<file path="config.mk">
export PLATFORM = sky130hd
export DESIGN_NAME = adaptive_filter_ctrl
export DESIGN_NICKNAME = d
export VERILOG_FILES = /design/src/rtl/adaptive_filter_ctrl_pkg.sv /design/src/rtl/adaptive_filter_ctrl_watchdog.sv /design/src/rtl/adaptive_filter_ctrl.sv
export SDC_FILE = /design/constraint.sdc
export NUM_CORES = 1
export LEC_CHECK = 0
export BUFFER_PORTS_ARGS = -buffer_cell sky130_fd_sc_hd__buf_2
export CORE_MARGIN = 1
export CORE_UTILIZATION = 45
export CTS_CLUSTER_DIAMETER = 60
export CTS_CLUSTER_SIZE = 10
export DETAILED_ROUTE_END_ITERATION = 16
export HOLD_SLACK_MARGIN = 0.12
export PLACE_DENSITY = 0.7
export SLEW_MARGIN = 20
export SYNTH_ARGS = -nofsm -noshare
export SYNTH_HDL_FRONTEND = slang
export SYNTH_SLANG_ARGS = --single-unit
</file>
<file path="constraint.sdc">
create_clock -name clock -period 5.4 [get_ports clock]
set_input_delay 1.35 -clock clock [delete_from_list [all_inputs] [get_ports clock]]
set_output_delay 1.35 -clock clock [all_outputs]
set_load 0.03 [all_outputs]
</file>
<file path="src/rtl/adaptive_filter_ctrl_pkg.sv">
// Shared definitions for the adaptive-filter sequencer: state codes,
// watchdog width and the registered Moore output decode.
package adaptive_filter_ctrl_pkg;

    localparam int WD_W = 16;

    typedef enum logic [3:0] {
        S_IDLE      = 4'd0,
        S_CLEAR     = 4'd1,
        S_LOAD      = 4'd2,
        S_FILTER    = 4'd3,
        S_ERROR     = 4'd4,
        S_UPDATE    = 4'd5,
        S_WRITEBACK = 4'd6,
        S_ITER      = 4'd7,
        S_DONE      = 4'd8,
        S_FAULT     = 4'd9
    } state_e;

    typedef struct packed {
        logic xn;
        logic dn;
        logic y;
        logic e;
        logic w;
        logic bobot;
        logic clr;
        logic busy;
        logic done;
    } ctrl_out_t;

    // States that wait on a datapath done and are guarded by the watchdog.
    function automatic logic is_wait_state(state_e s);
        return (s == S_LOAD) || (s == S_FILTER) || (s == S_ERROR) ||
               (s == S_UPDATE) || (s == S_WRITEBACK);
    endfunction

    // Moore decode; the top registers this so enables lag state by one cycle.
    function automatic ctrl_out_t decode_state(state_e s);
        ctrl_out_t o;
        o       = '0;
        o.xn    = (s == S_LOAD);
        o.dn    = (s == S_LOAD);
        o.y     = (s == S_FILTER);
        o.e     = (s == S_ERROR);
        o.w     = (s == S_UPDATE);
        o.bobot = (s == S_WRITEBACK);
        o.clr   = (s == S_CLEAR);
        o.busy  = (s != S_IDLE);
        o.done  = (s == S_DONE);
        return o;
    endfunction

endpackage

</file>
<file path="src/rtl/adaptive_filter_ctrl_watchdog.sv">
// Wait-state watchdog: counts cycles spent in the current state and flags
// expiry on the last allowed cycle so the FSM leaves after TIMEOUT cycles.
module ctrl_watchdog
    import adaptive_filter_ctrl_pkg::*;
#(
    parameter int TIMEOUT = 255
) (
    input  logic clock,
    input  logic reset,
    input  logic clr,
    input  logic en,
    output logic expired
);

    localparam logic [WD_W-1:0] LIMIT = WD_W'(TIMEOUT - 1);

    logic [WD_W-1:0] cnt_q, cnt_d;

    // Clear on state entry, otherwise count while enabled (never wraps).
    always_comb begin
        cnt_d = cnt_q;
        if (clr)
            cnt_d = '0;
        else if (en && (cnt_q != '1))
            cnt_d = cnt_q + 1'b1;
    end

    // Counter register.
    always_ff @(posedge clock) begin
        if (reset)
            cnt_q <= '0;
        else
            cnt_q <= cnt_d;
    end

    assign expired = en && (cnt_q >= LIMIT);

endmodule

</file>
<file path="src/rtl/adaptive_filter_ctrl.sv">
// Sequencing FSM for the adaptive-filter datapath. Walks LOAD..WRITEBACK per
// LMS iteration, counts iterations, and falls back to CLEAR on abort/timeout.
module adaptive_filter_ctrl
    import adaptive_filter_ctrl_pkg::*;
#(
    parameter int ITER_W     = 8,
    parameter int TIMEOUT    = 255,
    parameter int CLR_CYCLES = 2
) (
    input  logic              clock,
    input  logic              reset,
    input  logic              start,
    input  logic              abort,
    input  logic [ITER_W-1:0] n_iter,
    input  logic              done_read_Xn,
    input  logic              done_read_Dn,
    input  logic              done_yn,
    input  logic              done_en,
    input  logic              done_wn1,
    input  logic              done_write_wn,
    output logic              memory_Xn_active,
    output logic              memory_Dn_active,
    output logic              y_active,
    output logic              e_active,
    output logic              w_active,
    output logic              memory_bobot_active,
    output logic              sys_reset_active,
    output logic              busy,
    output logic              done,
    output logic              err_timeout,
    output logic [ITER_W-1:0] iter_cnt,
    output logic [3:0]        state_dbg
);

    localparam int              CLR_W    = (CLR_CYCLES > 1) ? $clog2(CLR_CYCLES + 1) : 1;
    localparam logic [CLR_W-1:0] CLR_LAST = CLR_W'(CLR_CYCLES - 1);

    state_e            state_q, state_d;
    logic              abort_path_q, abort_path_d;
    logic [ITER_W-1:0] n_iter_q, n_iter_d;
    logic [ITER_W-1:0] iter_cnt_q, iter_cnt_d;
    logic              err_q, err_d;
    logic              xn_flag_q, xn_flag_d;
    logic              dn_flag_q, dn_flag_d;
    logic [CLR_W-1:0]  clr_cnt_q, clr_cnt_d;
    ctrl_out_t         out_q, out_d;

    logic   wd_expired;
    logic   xn_seen, dn_seen;
    logic   stage_done;
    state_e stage_next;

    assign xn_seen = xn_flag_q | done_read_Xn;
    assign dn_seen = dn_flag_q | done_read_Dn;

    ctrl_watchdog #(.TIMEOUT(TIMEOUT)) u_watchdog (
        .clock   (clock),
        .reset   (reset),
        .clr     (state_d != state_q),
        .en      (is_wait_state(state_q)),
        .expired (wd_expired)
    );

    // Which done the current wait state listens to, and where it leads.
    always_comb begin
        stage_done = 1'b0;
        stage_next = state_q;
        case (state_q)
            S_LOAD:      begin stage_done = xn_seen & dn_seen; stage_next = S_FILTER;    end
            S_FILTER:    begin stage_done = done_yn;           stage_next = S_ERROR;     end
            S_ERROR:     begin stage_done = done_en;           stage_next = S_UPDATE;    end
            S_UPDATE:    begin stage_done = done_wn1;          stage_next = S_WRITEBACK; end
            S_WRITEBACK: begin stage_done = done_write_wn;     stage_next = S_ITER;      end
            default:     ;
        endcase
    end

    // Next-state, run bookkeeping and load flags.
    always_comb begin
        state_d      = state_q;
        abort_path_d = abort_path_q;
        n_iter_d     = n_iter_q;
        iter_cnt_d   = iter_cnt_q;
        err_d        = err_q;
        case (state_q)
            S_IDLE: begin
                if (start && !abort) begin
                    state_d      = S_CLEAR;
                    abort_path_d = 1'b0;
                    n_iter_d     = n_iter;
                    iter_cnt_d   = '0;
                    err_d        = 1'b0;
                end
            end
            S_CLEAR: begin
                if (clr_cnt_q == CLR_LAST)
                    state_d = abort_path_q ? S_IDLE : S_LOAD;
            end
            S_ITER: begin
                iter_cnt_d = iter_cnt_q + 1'b1;
                if ((n_iter_q != '0) && (iter_cnt_d == n_iter_q))
                    state_d = S_DONE;
                else
                    state_d = S_LOAD;
            end
            S_DONE:  state_d = S_IDLE;
            S_FAULT: begin
                err_d        = 1'b1;
                state_d      = S_CLEAR;
                abort_path_d = 1'b1;
            end
            default: begin
                // Wait states: a done beats an expiring watchdog.
                if (stage_done)
                    state_d = stage_next;
                else if (wd_expired)
                    state_d = S_FAULT;
            end
        endcase
        // Abort overrides everything once a run is under way; CLEAR finishes itself.
        if (abort && (state_q != S_IDLE) && (state_q != S_CLEAR)) begin
            state_d      = S_CLEAR;
            abort_path_d = 1'b1;
        end
        xn_flag_d = (state_q == S_LOAD && state_d == S_LOAD) ? xn_seen : 1'b0;
        dn_flag_d = (state_q == S_LOAD && state_d == S_LOAD) ? dn_seen : 1'b0;
        clr_cnt_d = (state_q == S_CLEAR && state_d == S_CLEAR) ? clr_cnt_q + 1'b1 : '0;
        out_d     = decode_state(state_q);
    end

    // All controller state and registered outputs.
    always_ff @(posedge clock) begin
        if (reset) begin
            state_q      <= S_IDLE;
            abort_path_q <= 1'b0;
            n_iter_q     <= '0;
            iter_cnt_q   <= '0;
            err_q        <= 1'b0;
            xn_flag_q    <= 1'b0;
            dn_flag_q    <= 1'b0;
            clr_cnt_q    <= '0;
            out_q        <= '0;
        end else begin
            state_q      <= state_d;
            abort_path_q <= abort_path_d;
            n_iter_q     <= n_iter_d;
            iter_cnt_q   <= iter_cnt_d;
            err_q        <= err_d;
            xn_flag_q    <= xn_flag_d;
            dn_flag_q    <= dn_flag_d;
            clr_cnt_q    <= clr_cnt_d;
            out_q        <= out_d;
        end
    end

    assign memory_Xn_active    = out_q.xn;
    assign memory_Dn_active    = out_q.dn;
    assign y_active            = out_q.y;
    assign e_active            = out_q.e;
    assign w_active            = out_q.w;
    assign memory_bobot_active = out_q.bobot;
    assign sys_reset_active    = out_q.clr;
    assign busy                = out_q.busy;
    assign done                = out_q.done;
    assign err_timeout         = err_q;
    assign iter_cnt            = iter_cnt_q;
    assign state_dbg           = state_q;

endmodule

</file>
==> impl_metrics.csv <==
group,metric,value,unit
logic_synthesis,synth_area_leaders,"dfxtp_1 (35%), xnor2_1 (5.5%), nor2_1 (4.3%), nand2_1 (4.0%), nor3_2 (3.8%)",
setup_path,crit_path_end_kind,"register",
logic_synthesis,syn_area,2887,um^2
setup_path,cpMaxStageDelayCell,"a211oi_2",
finish,num_antenna_cells,0,
placement,post_dp_cell_area,3037,um^2
grt,grt_overflow,0,
setup_path,slowest_delay,0.86,ns
detailed_routing,drcViolationCount,0,
logic_synthesis,synth_top_area_share,34.68,%
clock_tree,clockBufferDepth,2,
clock_tree,cts_resized,0,
power,powerDensity,209.1,nW/um^2
setup_path,crit_arrival,3.45,ns
die,num_rows,28,
finish,nNetsFinal,389,
clock_tree,cts_tree,"yes",
setup_path,critPathKind,"input port to register",
die,die_x,82.09,um
clock_tree,cts-root-buf,"clkbuf_8",
logic_synthesis,synthArstFlopShare,0,%
clock_tree,cts_max_level,2,
clock_tree,clk_latency,0.31,ns
power,total_leakage_power,1.262,nW
logic_synthesis,synthFlopType,"dfxtp_1",
power,ir_worst_vdd,0.1359,mV
placement,dpl.hpwl,4.375,mm
logic_synthesis,synth_area_per_cell,8.515,um^2
logic_synthesis,ys_ff_latch,50,
sta,finClkSkew,0.007425,ns
setup_path,crit_fanout,16,
logic_synthesis,netlist_instances,339,
logic_synthesis,syn_nets,361,
placement,port_buffers,39,
clock_tree,cts.sinks,50,
placement,gp_congestion,0.8915,
grt,grt_pass1_vias,2286,
finish,drive_above_1_share,20.44,%
detailed_routing,ant_nets,0,
logic_synthesis,yosysSeqAreaShare,34.68,%
sta,max_freq,311.7,MHz
detailed_routing,drt_iter0_drc,215,
clock_tree,clk_pin_slew,0.09,ns
grt,grt_pass1_wl,10.56,mm
setup_path,start_kind,"input port",
setup_path,path_cells,"buf_2 > o22ai_1 > o32ai_2 > o32ai_1 > a31oi_1 > a211oi_2 > o211ai_1 > nor3_1",
sta,tightest_slew,1.013,ns
die,dieArea,6739,um^2
sta,hold_viol,0,
setup_path,cp.required,5.64,ns
sta,rsz0062_at_grt,"false",
logic_synthesis,yosys.area.top_type,"dfxtp_1",
min_path,hp-class,"register to register",
detailed_routing,firstDrtPassIters,4,
finish,areaGrowthSynthToFinish,8.062,%
detailed_routing,viasPerCell,5.638,
finish,nFillCells,594,
sta,fin_tns_setup,0,ns
clock_tree,numCtsBuffers,5,
sta,slew_viol_final,0,
status,status,"completed",
detailed_routing,via_count,2492,
clock_tree,cts_setup_buffers,0,
grt,grt_max_degree,27,
placement,dpl_worst_slack,1.881,ns
logic_synthesis,synth_edf_count,0,
grt,grt_usage,20.19,%
logic_synthesis,ys_warn_count,0,
sta,layout_min_cycle_time,3.208,ns
die,design.portCount,40,
die,coreArea,6061,um^2
sta,setup_violations,0,
sta,setup_ws,2.192,ns
clock_tree,hold_buffers,0,
sta,slew_headroom,32.33,%
sta,period_share,59.40,%
grt,grt_antenna_before_repair,0,
die,chipHeight,82.09,um
detailed_routing,postRouteWirelength,6.229,mm
die,initial_core_util,47.63,%
finish,stdcell_area,3119,um^2
logic_synthesis,synthDistinctLibCells,62,
detailed_routing,wire_per_inst,14.09,um
job,max_cap_viol_count,0,
-- metal layers --
layer | routed length, um | vias up | track usage [%]
li1 | - | 1271 | -
met1 | 2943 | 1148 | 26.82
met2 | 2949 | 66 | 32.98
met3 | 272 | 7 | 3.956
met4 | 64 | 0 | 5.789
met5 | 0 | - | 0
-- stage by stage --
stage,power (mW),instances,hold WS [ns],utilization (%)
CTS,0.6587,442,0.4407,51.47
floorplan,0.4294,339,0.4079,-
global placement,0.4437,435,0.4192,50.10
detailed placement,0.4443,435,0.4305,50.10
global route,0.6799,442,0.4784,51.47
finish,0.6523,442,0.4372,51.47
-- worst max-delay path, delay by kind of cell --
| kind | cells | cell delay (ns) |
|---|---|---|
| compound gates | 6 | 1.83 |
| buf+inv | 1 | 0.11 |
| simple gates | 1 | 0.15 |
-- kinds of logic (layout without fill, tap and decap cells) --
family          count (synthesis)  after routing  synth area share (%)
flops                          50             50                 34.68
fa+ha+maj                       4              4                 1.734
buf+inv                        30             58                 6.502
simple gates                  160            160                 31.34
xor+xnor                       25             25                 7.586
compound gates                 60             60                 14.52
mux                            10             10                 3.641
-- cells in the mapped netlist, types with 2 or more instances --
cell / n
nand4_1: 10
dfxtp_1: 50
mux2i_1: 9
nor2_1: 33
o2111a_1: 2
inv_1: 11
a21oi_1: 19
nor3_2: 11
and2_1: 3
and3_2: 2
nor3_1: 16
nor2b_1: 3
nor2_2: 2
xor2_1: 7
and3_1: 2
o2111ai_1: 2
buf_2: 3
o211ai_1: 4
o21ai_0: 12
or2_1: 3
buf_4: 4
a31oi_1: 3
clkbuf_1: 5
nor4b_2: 2
nand3_1: 13
a211oi_1: 2
xnor2_1: 18
or3_1: 5
nor3b_1: 3
nor4_1: 5
nand2b_1: 6
nand3b_1: 3
buf_6: 4
nand2_1: 31
ha_1: 4
-- state kept, by name, indices dropped and copies added (netlist names), 2 cells and up --
register / flops
clr_cnt_q: 2
u_watchdog.cnt_q: 16
iter_cnt: 8
state_dbg: 4
n_iter_q: 8
-- path summary, 6_finish.rpt --
check | from | to | slack, ns | depth (start not counted)
max | done_read_Xn | u_watchdog.cnt_q[1] | 2.19 | 8
min | clr_cnt_q[0] | clr_cnt_q[0] | 0.44 | 1
max reg2reg | state_dbg[2] | u_watchdog.cnt_q[1] | 2.32 | 7
min reg2reg | clr_cnt_q[0] | clr_cnt_q[0] | 0.44 | 1
-- layout by cell type, fill, tap and decap left out, drive strengths merged, types with 6 or more instances in the layout --
cell and count:
mux2i 9, nand4 10, o21ai 13, a21oi 19, xnor2 18, nor3 27, nand3 13, nand2b 6
nor2 35, dfxtp 50, inv 12, buf 40, nand2 31, xor2 7
-- power by group --
group | switching (mW) | leakage (nW) | internal, mW
logic | 0.0330 | 0.814 | 0.0230
registers | 0.00655 | 0.404 | 0.373
clock network | 0.127 | 0.0444 | 0.0898
total | 0.166 | 1.26 | 0.486
-- area by class of cell --
class                           count  area [um^2]  area share (%)
Clock buffer                        5        68.82           2.206
Inverter                           11        41.29           1.324
Timing Repair Buffer               40        202.7           6.498
Multi-Input combinational cell    259         1698           54.43
Clock inverter                      2        13.76          0.4412
Tap cell                           75        93.84           3.008
Sequential cell                    50         1001           32.09
No activity file was read; power rests on OpenSTA's default activity.
